`src/rtl/mole_controller.sv`:
```
// mole_controller
//   Takes the periodic spawn pulse, lights one pseudo-randomly chosen hole for
//   a lifetime set by the difficulty, and watches the hole buttons. Each
//   outcome is reported as a one-cycle hit or miss pulse.
//
//   Optional feature macro: MOLE_WRONG_PRESS_EN
//     defined   - a rising edge on any unlit hole ends the mole as a miss
//     undefined - unlit-hole presses are ignored
//
//   Ports:
//     CLK100MHZ   in   system clock
//     n_reset     in   asynchronous active-low reset
//     enable      in   one-cycle spawn pulse
//     difficulty  in   00/01/10 select LIFE0/1/2, 11 = game off
//     buttons     in   debounced, synchronised button levels, one per hole
//     mole        out  one-hot lit hole, or all zero
//     hole_idx    out  index of the current or last mole
//     busy        out  high while a mole is up
//     hit         out  one-cycle pulse when the lit hole is pressed
//     miss        out  one-cycle pulse on timeout (or wrong press if enabled)
//
//   state  | meaning
//   -------+----------------------------------------------------------
//   S_IDLE | no mole lit; an enable pulse with difficulty != 11 spawns
//   S_UP   | mole lit; lifetime down-counter running, buttons watched
module mole_controller #(
  parameter int NUM_HOLES = 9,
  parameter int LIFE0     = 150_000_000,
  parameter int LIFE1     = 90_000_000,
  parameter int LIFE2     = 60_000_000
) (
  input  logic                 CLK100MHZ,
  input  logic                 n_reset,
  input  logic                 enable,
  input  logic [1:0]           difficulty,
  input  logic [NUM_HOLES-1:0] buttons,
  output logic [NUM_HOLES-1:0] mole,
  output logic [3:0]           hole_idx,
  output logic                 busy,
  output logic                 hit,
  output logic                 miss
);

  typedef enum logic {
    S_IDLE = 1'b0,
    S_UP   = 1'b1
  } state_t;

  localparam logic [4:0]           NH5       = 5'(NUM_HOLES);
  localparam logic [3:0]           NH4       = 4'(NUM_HOLES);
  localparam logic [27:0]          LIFE0_M1  = 28'(LIFE0 - 1);
  localparam logic [27:0]          LIFE1_M1  = 28'(LIFE1 - 1);
  localparam logic [27:0]          LIFE2_M1  = 28'(LIFE2 - 1);
  localparam logic [15:0]          LFSR_SEED = 16'hACE1;
  localparam logic [NUM_HOLES-1:0] ONE_HOT0  = {{(NUM_HOLES-1){1'b0}}, 1'b1};

  state_t               state_q, state_d;
  logic [27:0]          cnt_q, cnt_d;
  logic [15:0]          lfsr_q, lfsr_d;
  logic [NUM_HOLES-1:0] btn_prev_q, btn_prev_d;
  logic [NUM_HOLES-1:0] mole_q, mole_d;
  logic [3:0]           hole_idx_q, hole_idx_d;
  logic                 busy_q, busy_d;
  logic                 hit_q, hit_d;
  logic                 miss_q, miss_d;

  logic [NUM_HOLES-1:0] btn_edge;
  logic                 correct_edge;
  logic                 wrong_edge;
  logic [3:0]           cand_wrap;
  logic [3:0]           new_idx;
  logic [27:0]          life_m1;

  // Fibonacci LFSR, taps 16,14,13,11; free-running, never reaches zero
  // because it starts from a nonzero seed.
  always_comb begin
    lfsr_d     = {lfsr_q[14:0], lfsr_q[15] ^ lfsr_q[13] ^ lfsr_q[12] ^ lfsr_q[10]};
    btn_prev_d = buttons;
  end

  assign btn_edge     = buttons & ~btn_prev_q;
  // mole_q is one-hot on hole_idx while UP and zero in IDLE.
  assign correct_edge = |(btn_edge & mole_q);

`ifdef MOLE_WRONG_PRESS_EN
  assign wrong_edge = |(btn_edge & ~mole_q);
`else
  assign wrong_edge = 1'b0;
`endif

  // Candidate hole: low nibble folded once into range (nibble < 16 <= 2*NUM_HOLES),
  // then bumped by one if it would repeat the previous hole.
  always_comb begin
    cand_wrap = lfsr_q[3:0];
    if ({1'b0, lfsr_q[3:0]} >= NH5) begin
      cand_wrap = lfsr_q[3:0] - NH4;
    end
    new_idx = cand_wrap;
    if (cand_wrap == hole_idx_q) begin
      if (({1'b0, cand_wrap} + 5'd1) == NH5) begin
        new_idx = 4'd0;
      end else begin
        new_idx = cand_wrap + 4'd1;
      end
    end
  end

  always_comb begin
    case (difficulty)
      2'b00:   life_m1 = LIFE0_M1;
      2'b01:   life_m1 = LIFE1_M1;
      default: life_m1 = LIFE2_M1;
    endcase
  end

  always_comb begin
    state_d    = state_q;
    cnt_d      = cnt_q;
    mole_d     = mole_q;
    hole_idx_d = hole_idx_q;
    busy_d     = busy_q;
    hit_d      = 1'b0;
    miss_d     = 1'b0;
    case (state_q)
      S_IDLE: begin
        if (enable && (difficulty != 2'b11)) begin
          cnt_d      = life_m1;
          hole_idx_d = new_idx;
          mole_d     = ONE_HOT0 << new_idx;
          busy_d     = 1'b1;
          state_d    = S_UP;
        end
      end
      S_UP: begin
        // Enable pulses are not looked at here, so they are dropped.
        if (correct_edge) begin
          hit_d   = 1'b1;
          mole_d  = '0;
          busy_d  = 1'b0;
          state_d = S_IDLE;
        end else if (wrong_edge) begin
          miss_d  = 1'b1;
          mole_d  = '0;
          busy_d  = 1'b0;
          state_d = S_IDLE;
        end else if (cnt_q == 28'd0) begin
          miss_d  = 1'b1;
          mole_d  = '0;
          busy_d  = 1'b0;
          state_d = S_IDLE;
        end else begin
          cnt_d = cnt_q - 28'd1;
        end
      end
      default: begin
        state_d = S_IDLE;
        mole_d  = '0;
        busy_d  = 1'b0;
      end
    endcase
  end

  always_ff @(posedge CLK100MHZ or negedge n_reset) begin
    if (!n_reset) begin
      state_q    <= S_IDLE;
      cnt_q      <= '0;
      lfsr_q     <= LFSR_SEED;
      // All-ones so a button held through reset does not look like a press.
      btn_prev_q <= '1;
      mole_q     <= '0;
      hole_idx_q <= '0;
      busy_q     <= 1'b0;
      hit_q      <= 1'b0;
      miss_q     <= 1'b0;
    end else begin
      state_q    <= state_d;
      cnt_q      <= cnt_d;
      lfsr_q     <= lfsr_d;
      btn_prev_q <= btn_prev_d;
      mole_q     <= mole_d;
      hole_idx_q <= hole_idx_d;
      busy_q     <= busy_d;
      hit_q      <= hit_d;
      miss_q     <= miss_d;
    end
  end

  assign mole     = mole_q;
  assign hole_idx = hole_idx_q;
  assign busy     = busy_q;
  assign hit      = hit_q;
  assign miss     = miss_q;

endmodule

```
`config.mk`:
```
export PLATFORM = sky130hd
export DESIGN_NAME = mole_controller
export DESIGN_NICKNAME = d
export VERILOG_FILES = /design/src/rtl/mole_controller.sv
export SDC_FILE = /design/constraint.sdc
export NUM_CORES = 1
export LEC_CHECK = 0
export ABC_AREA = 1
export CAP_MARGIN = 20
export CORE_MARGIN = 10
export CORE_UTILIZATION = 50
export CTS_BUF_LIST = sky130_fd_sc_hd__clkbuf_8
export CTS_CLUSTER_DIAMETER = 120
export DETAILED_ROUTE_END_ITERATION = 8
export DONT_BUFFER_PORTS = 1
export PLACE_DENSITY_LB_ADDON = 0.2
export SYNTH_ARGS = -nofsm -noshare
export SYNTH_HDL_FRONTEND = slang
export SYNTH_SLANG_ARGS = --single-unit
export TNS_END_PERCENT = 20
```
`constraint.sdc`:
```
create_clock -name CLK100MHZ -period 6.5 [get_ports CLK100MHZ]
set_input_delay 1.3 -clock CLK100MHZ [delete_from_list [all_inputs] [get_ports CLK100MHZ]]
set_output_delay 1.3 -clock CLK100MHZ [all_outputs]
set_load 0.005 [all_outputs]
```
# Word-level counts from Yosys, hierarchy flattened
# Index checks and enable logic that the tools add are counted.
# Widths: inputs -> output; s select.
[word_totals]
regBits = 70
in_bits = 14
output_inout_bits = 16
[classes]
n_addsub = 4
magnitude_cmp = 1
eq_ne = 8
shift = 1
mux = 25
bitwise = 7
n_reduce_logical = 7
[op_table]
columns = ["operator", "count"]
rows = [
  ["$pmux 28 s2", 2],
  ["$mux 28", 3],
  ["$logic_not 28->1", 1],
  ["$sub 28x1->28 const B", 1],
  ["$mux 9", 3],
  ["$and 9x9->9", 2],
  ["$pmux 9 s2", 1],
  ["$mux 4", 3],
  ["$mux 1", 11],
  ["$not 9->9", 1],
  ["$reduce_or 9->1", 1],
  ["$shl 1x4->9 const A", 1],
  ["$ne 2x2->1 const B", 4],
  ["$add 4x1->5 const B", 1],
  ["$eq 5x4->1 const B", 1],
  ["$add 4x1->4 const B", 1],
  ["$eq 4x4->1", 1],
  ["$ge 4x4->1 const B", 1],
  ["$pmux 1 s2", 2],
  ["$reduce_and 2->1", 2],
  ["$sub 4x4->4 const B", 1],
  ["$ne 3x1->1 const B", 1],
  ["$reduce_and 3->1", 1],
  ["$xor 1x1->1", 3],
  ["other kinds (4)", 4],
]

# Depth between registers and ports, before layout
[logic_depth]
word_depth = 9
ltp_mapped = 18

# Worst setup path before layout
# Ideal clock, no wire load.
[synth_path]
kind = "input to register"
start = "in buttons[5]"
end = "reg cnt_q[15]"
setup_time_ns = 0.082
t_arrival_ns = 2.383
setup_slack_ns = 4.035
cell_stages = 10
n_path_buf = 1
cell_sequence = "nand3_1 -> nand2_1 -> nor3_1 -> nand3_1 -> nor2_1 -> o21ai_4 -> nand2_4 -> buf_2 -> nand2_1 -> o22ai_1"
[synth_via]
elab_chain_cells = 5
[synth_lines]
columns = ["element", "line_no", "text"]
rows = [
  ["start, declared", "36", "input logic [NUM_HOLES-1:0] buttons,"],
  ["$and 9x9->9", "81", "assign btn_edge = buttons & ~btn_prev_q;"],
  ["$and 9x9->9", "83", "assign correct_edge = |(btn_edge & mole_q);"],
  ["$reduce_or 9->1", "83", ""],
  ["$ne 2x2->1 (no source line)", "-", ""],
  ["$reduce_and 3->1 (no source line)", "-", ""],
  ["end signal, assigned", "177", "cnt_q <= cnt_d;"],
  ["end, declared", "58", "logic [27:0] cnt_q, cnt_d;"],
]
# No other way between the ends.
# A chain may end at the register's enable or synchronous reset.

# Final worst setup path
[layout_path]
start = "reg state_q"
end = "reg cnt_q[3]"
[layout_via]
elab_chain_cells = 3
word_cells_on_any_way = 6
classes_between = "3 x eq/ne; 1 x mux; 1 x bitwise; 1 x reduce/logical"
[layout_lines]
columns = ["element", "line_no", "text"]
rows = [
  ["start, declared", "57", "state_t state_q, state_d;"],
  ["start signal, assigned", "176", "state_q <= state_d;"],
  ["$not 1->1 (no source line)", "-", ""],
  ["$ne 2x2->1 (no source line)", "-", ""],
  ["$reduce_and 3->1 (no source line)", "-", ""],
]
# Parallel ways exist; a longest one is shown, timed or not.

==> metrics.log <==
INFO  metric maxCapViolations = 0
INFO  metric synth.largest_area_cell = sky130_fd_sc_hd__dfrtp_1
INFO  metric tritoncts_clock_tree = yes
INFO  metric mapped_area = 0.00363 mm²
INFO  metric grt_pass1_wl = 13900 µm
INFO  metric finalWorstPathRequiredPeriod = 2980 ps
INFO  metric nets = 471
INFO  metric number_of_warnings_issued_by_yosys = 0
INFO  metric die-area = 0.0111 mm²
INFO  metric cts.repair_timing.setup_buffer_count = 0
INFO  metric setup_tns = 0 ps
INFO  metric cts_num_sinks = 70
INFO  metric endpoint_kind = flop
INFO  metric power_leakage = between 0.0015 and 0.002 µW
INFO  metric dpl.cell_count = between 500 and 600
INFO  metric cts.htree.levels = 3
INFO  metric ios = 30
INFO  metric finalSetupViolCount = 0
INFO  metric area_growth_from_synthesis_to_layout = 6.31%
INFO  metric netlist.area_leader.share = 36.6%
INFO  metric dp_hpwl = 5740 µm
INFO  metric slowest_stage = sky130_fd_sc_hd__dfrtp_1
INFO  metric reg2reg_from = state_q
INFO  metric cp-startpoint = state_q
INFO  metric hold_path_class = reg2reg
INFO  metric switching_share = around 43%
INFO  metric drt-vias-per-instance = between 5 and 6
INFO  metric cp_top_family = buffers and inverters
INFO  metric mappedNetlistNets = around 470
INFO  metric crit_required = 6730 ps
INFO  metric total_switching_power = 671 µW
INFO  metric timing_worst_setup_path_type = reg2reg
INFO  metric setup_slack = around 3500 ps
INFO  metric synth_top_cells_by_area = sky130_fd_sc_hd__dfrtp_1 37%, sky130_fd_sc_hd__dfstp_2 12%, sky130_fd_sc_hd__nand2_1 11%
INFO  metric worst-path-buf-inv = 2
INFO  metric share_of_flip_flops_with_an_asynchronous_set_or_reset = 100%
INFO  metric ant_nets = 0
INFO  metric final_hold_viol_count = 0
INFO  metric overflow = 0
INFO  metric cts.clk_slew.worst_paths = 80 ps
INFO  metric finClkSkew = 10.5 ps
INFO  metric dieWidth = 105 µm
INFO  metric grt_antenna_before_repair = 0
INFO  metric critPathLaunchType = flop
INFO  metric dominant_cell_by_count_in_the_synthesized_netlist = sky130_fd_sc_hd__nand2_1
INFO  metric holdBufCountCts = 0
INFO  metric unrepaired_setup_endpoints_after_global_routing = no
INFO  metric comb_power_share = 36.3%
INFO  metric final_layout_size_suffix_gt1_share = 11.4%
INFO  metric critPathMaxStageDelay = 750 ps
INFO  metric seqPwrFrac = 43.9%
INFO  metric worstSetupPathDepth = 7
INFO  metric cts_root_buf = sky130_fd_sc_hd__clkbuf_8
INFO  metric run_status = complete, no violations
INFO  metric grt_max_degree = 71
INFO  metric multiInputGateArea = 0.00158 mm²
INFO  metric timing.slew.headroom = 57.9%
INFO  metric number_of_standard_cell_rows_in_the_floorplan = 30
INFO  metric place.port_buffers = 0
INFO  metric pwr-share-clk = about a fifth
INFO  metric timing.rr.end = cnt_q[3]
INFO  metric detail_route.drc_violations = 0
INFO  metric endpoint = cnt_q[3]
INFO  metric die_y = 105 µm
INFO  metric gp_routability_congestion = 0.892
INFO  metric detail_route.first_pass.iterations = 7
INFO  metric finalCritPeriodShare = 45.8%
INFO  metric report.final.slew_viol_count = 0
INFO  metric final_cell_count_no_fill = 553
INFO  metric area_of_all_sequential_standard_cells = around 0.0018 mm²
INFO  metric numCtsBuffers = 9
INFO  metric tightest_slew = 631 ps
INFO  metric whs = 358 ps
INFO  metric drt-total-wl = 7860 µm
INFO  metric synth_top_flop_cell = sky130_fd_sc_hd__dfrtp_1
INFO  metric clk_latency = 350 ps
INFO  metric maximum_root_to_sink_buffer_count = 2
INFO  metric power_density = 404 mW/mm²
INFO  metric synth.lib_cells_used.distinct = 37
INFO  metric internal_power = 887 µW
INFO  metric antenna_cells_inserted = 0
INFO  metric synth.cells.most_frequent = 109 x sky130_fd_sc_hd__nand2_1, 55 x sky130_fd_sc_hd__nor2_1, 53 x sky130_fd_sc_hd__dfrtp_1
INFO  metric drt-wirelength-per-cell = roughly 14 µm
INFO  metric timing.reg2reg.setup_slack = 3520 ps
INFO  metric max_clock_freq = 336 MHz
INFO  metric gr-usage-all-layers = between 10% and 20%
INFO  metric ff2ff_path_depth = 7
INFO  metric worst-path-max-fanout = between 40 and 50
INFO  metric ys_seq_area_share = between 40% and 50%
INFO  metric cts_resized = 0
INFO  metric netlist_instances = between 400 and 500
INFO  metric dp_slack = 3400 ps
INFO  metric num-fill-cells = 655
INFO  metric postSynthAreaPerCell = between 8 and 9 µm²
INFO  metric synth-edff-count = 0
INFO  metric critical_path.cell_chain = clkinv_1 -> nor2_1 -> o21ai_4 -> nand2_4 -> clkinv_2 -> o21ai_0 -> nand3_1
INFO  metric routed-via-count = ~2900
INFO  metric critical_path_arrival = 3210 ps
INFO  metric vdd_ir_drop_max = around 0.19 mV
INFO  metric number_of_global_route_vias_before_repair = 2897
INFO  metric synth.ff_latch_count = 70
INFO  metric coreArea = 0.00691 mm²
INFO  metric initial_utilization = 52.5%
INFO  metric drt-initial-drc-count = 129
-- routing by layer --
metal	wire [µm]	GRT usage, %	part of all wire (%)
met5	0	0	0
met4	101	5.49	1.3
met3	343	4.05	4.4
met2	3960	25.6	50
met1	3460	17.6	44
-- power by group through the flow --
stage | clock network [µW] | logic [µW] | registers (µW)
after floorplan | 0 | 505 | 643
after global placement | 0 | 549 | 691
after detailed placement | 0 | 564 | 692
after CTS | 318 | 566 | 686
after global routing | 338 | 657 | 703
final | 307 | 566 | 684
-- worst min path at each step --
stage               startpoint          to  slack, ps  cells past startpoint
global route         lfsr_q[5]   lfsr_q[6]        360                      0
detailed placement   lfsr_q[4]   lfsr_q[5]        340                      0
finish               lfsr_q[6]   lfsr_q[7]        360                      0
CTS                  lfsr_q[6]   lfsr_q[7]        360                      0
global placement    lfsr_q[14]  lfsr_q[15]        330                      0
floorplan            lfsr_q[8]   lfsr_q[9]        330                      0
-- flip-flops by register name, summed over array words and instances (netlist names) --
| signal | flops |
|---|---|
| btn_prev_q | 9 |
| busy | 1 |
| cnt_q | 28 |
| hit | 1 |
| hole_idx | 4 |
| lfsr_q | 16 |
| miss | 1 |
| mole | 9 |
| state_q | 1 |
-- layout by cell type, fill, tap and decap left out, drive strengths merged --
cell	instances
nor3	3
clkinvlp	2
a21oi	7
nand2	113
xor2	11
o211ai	1
inv	57
nand3b	3
dfrtp	53
or2	1
nor2	59
nor4	7
a31oi	10
and3b	2
ha	5
clkbuf	9
o22ai	2
nand3	30
clkinv	4
dfstp	17
o21bai	1
nand4	4
nor3b	1
xnor2	6
o21ai	49
-- kinds of logic after synthesis --
family | synth area share (%)
AO/OA/AOI/OAI | 10.5
AND/OR/NAND/NOR | 27.1
XOR/XNOR | 4.11
flip-flops | 48.9
buffers and inverters | 7.63
adder cells (fa/ha/maj) | 1.73
-- area by class of cell --
class	instances	area share, %
clock buffer	9	3.21
clock inverter	7	1.30
inverter	56	5.49
multi-input combinational	315	40.9
sequential	70	46.0
tap	96	3.12
-- per-stage QoR --
stage / cell area (µm²) / utilization (%) / total power (µW)
4_1_cts: 3850 / 55.8 / 1570
3_3_place_gp: 3680 / 53.3 / 1240
5_1_grt: 3850 / 55.8 / 1700
6_report: 3850 / 55.8 / 1560
2_1_floorplan: 3630 / - / 1150
3_5_place_dp: 3680 / 53.3 / 1260
Note: power is estimated with default switching activity, not from simulation.
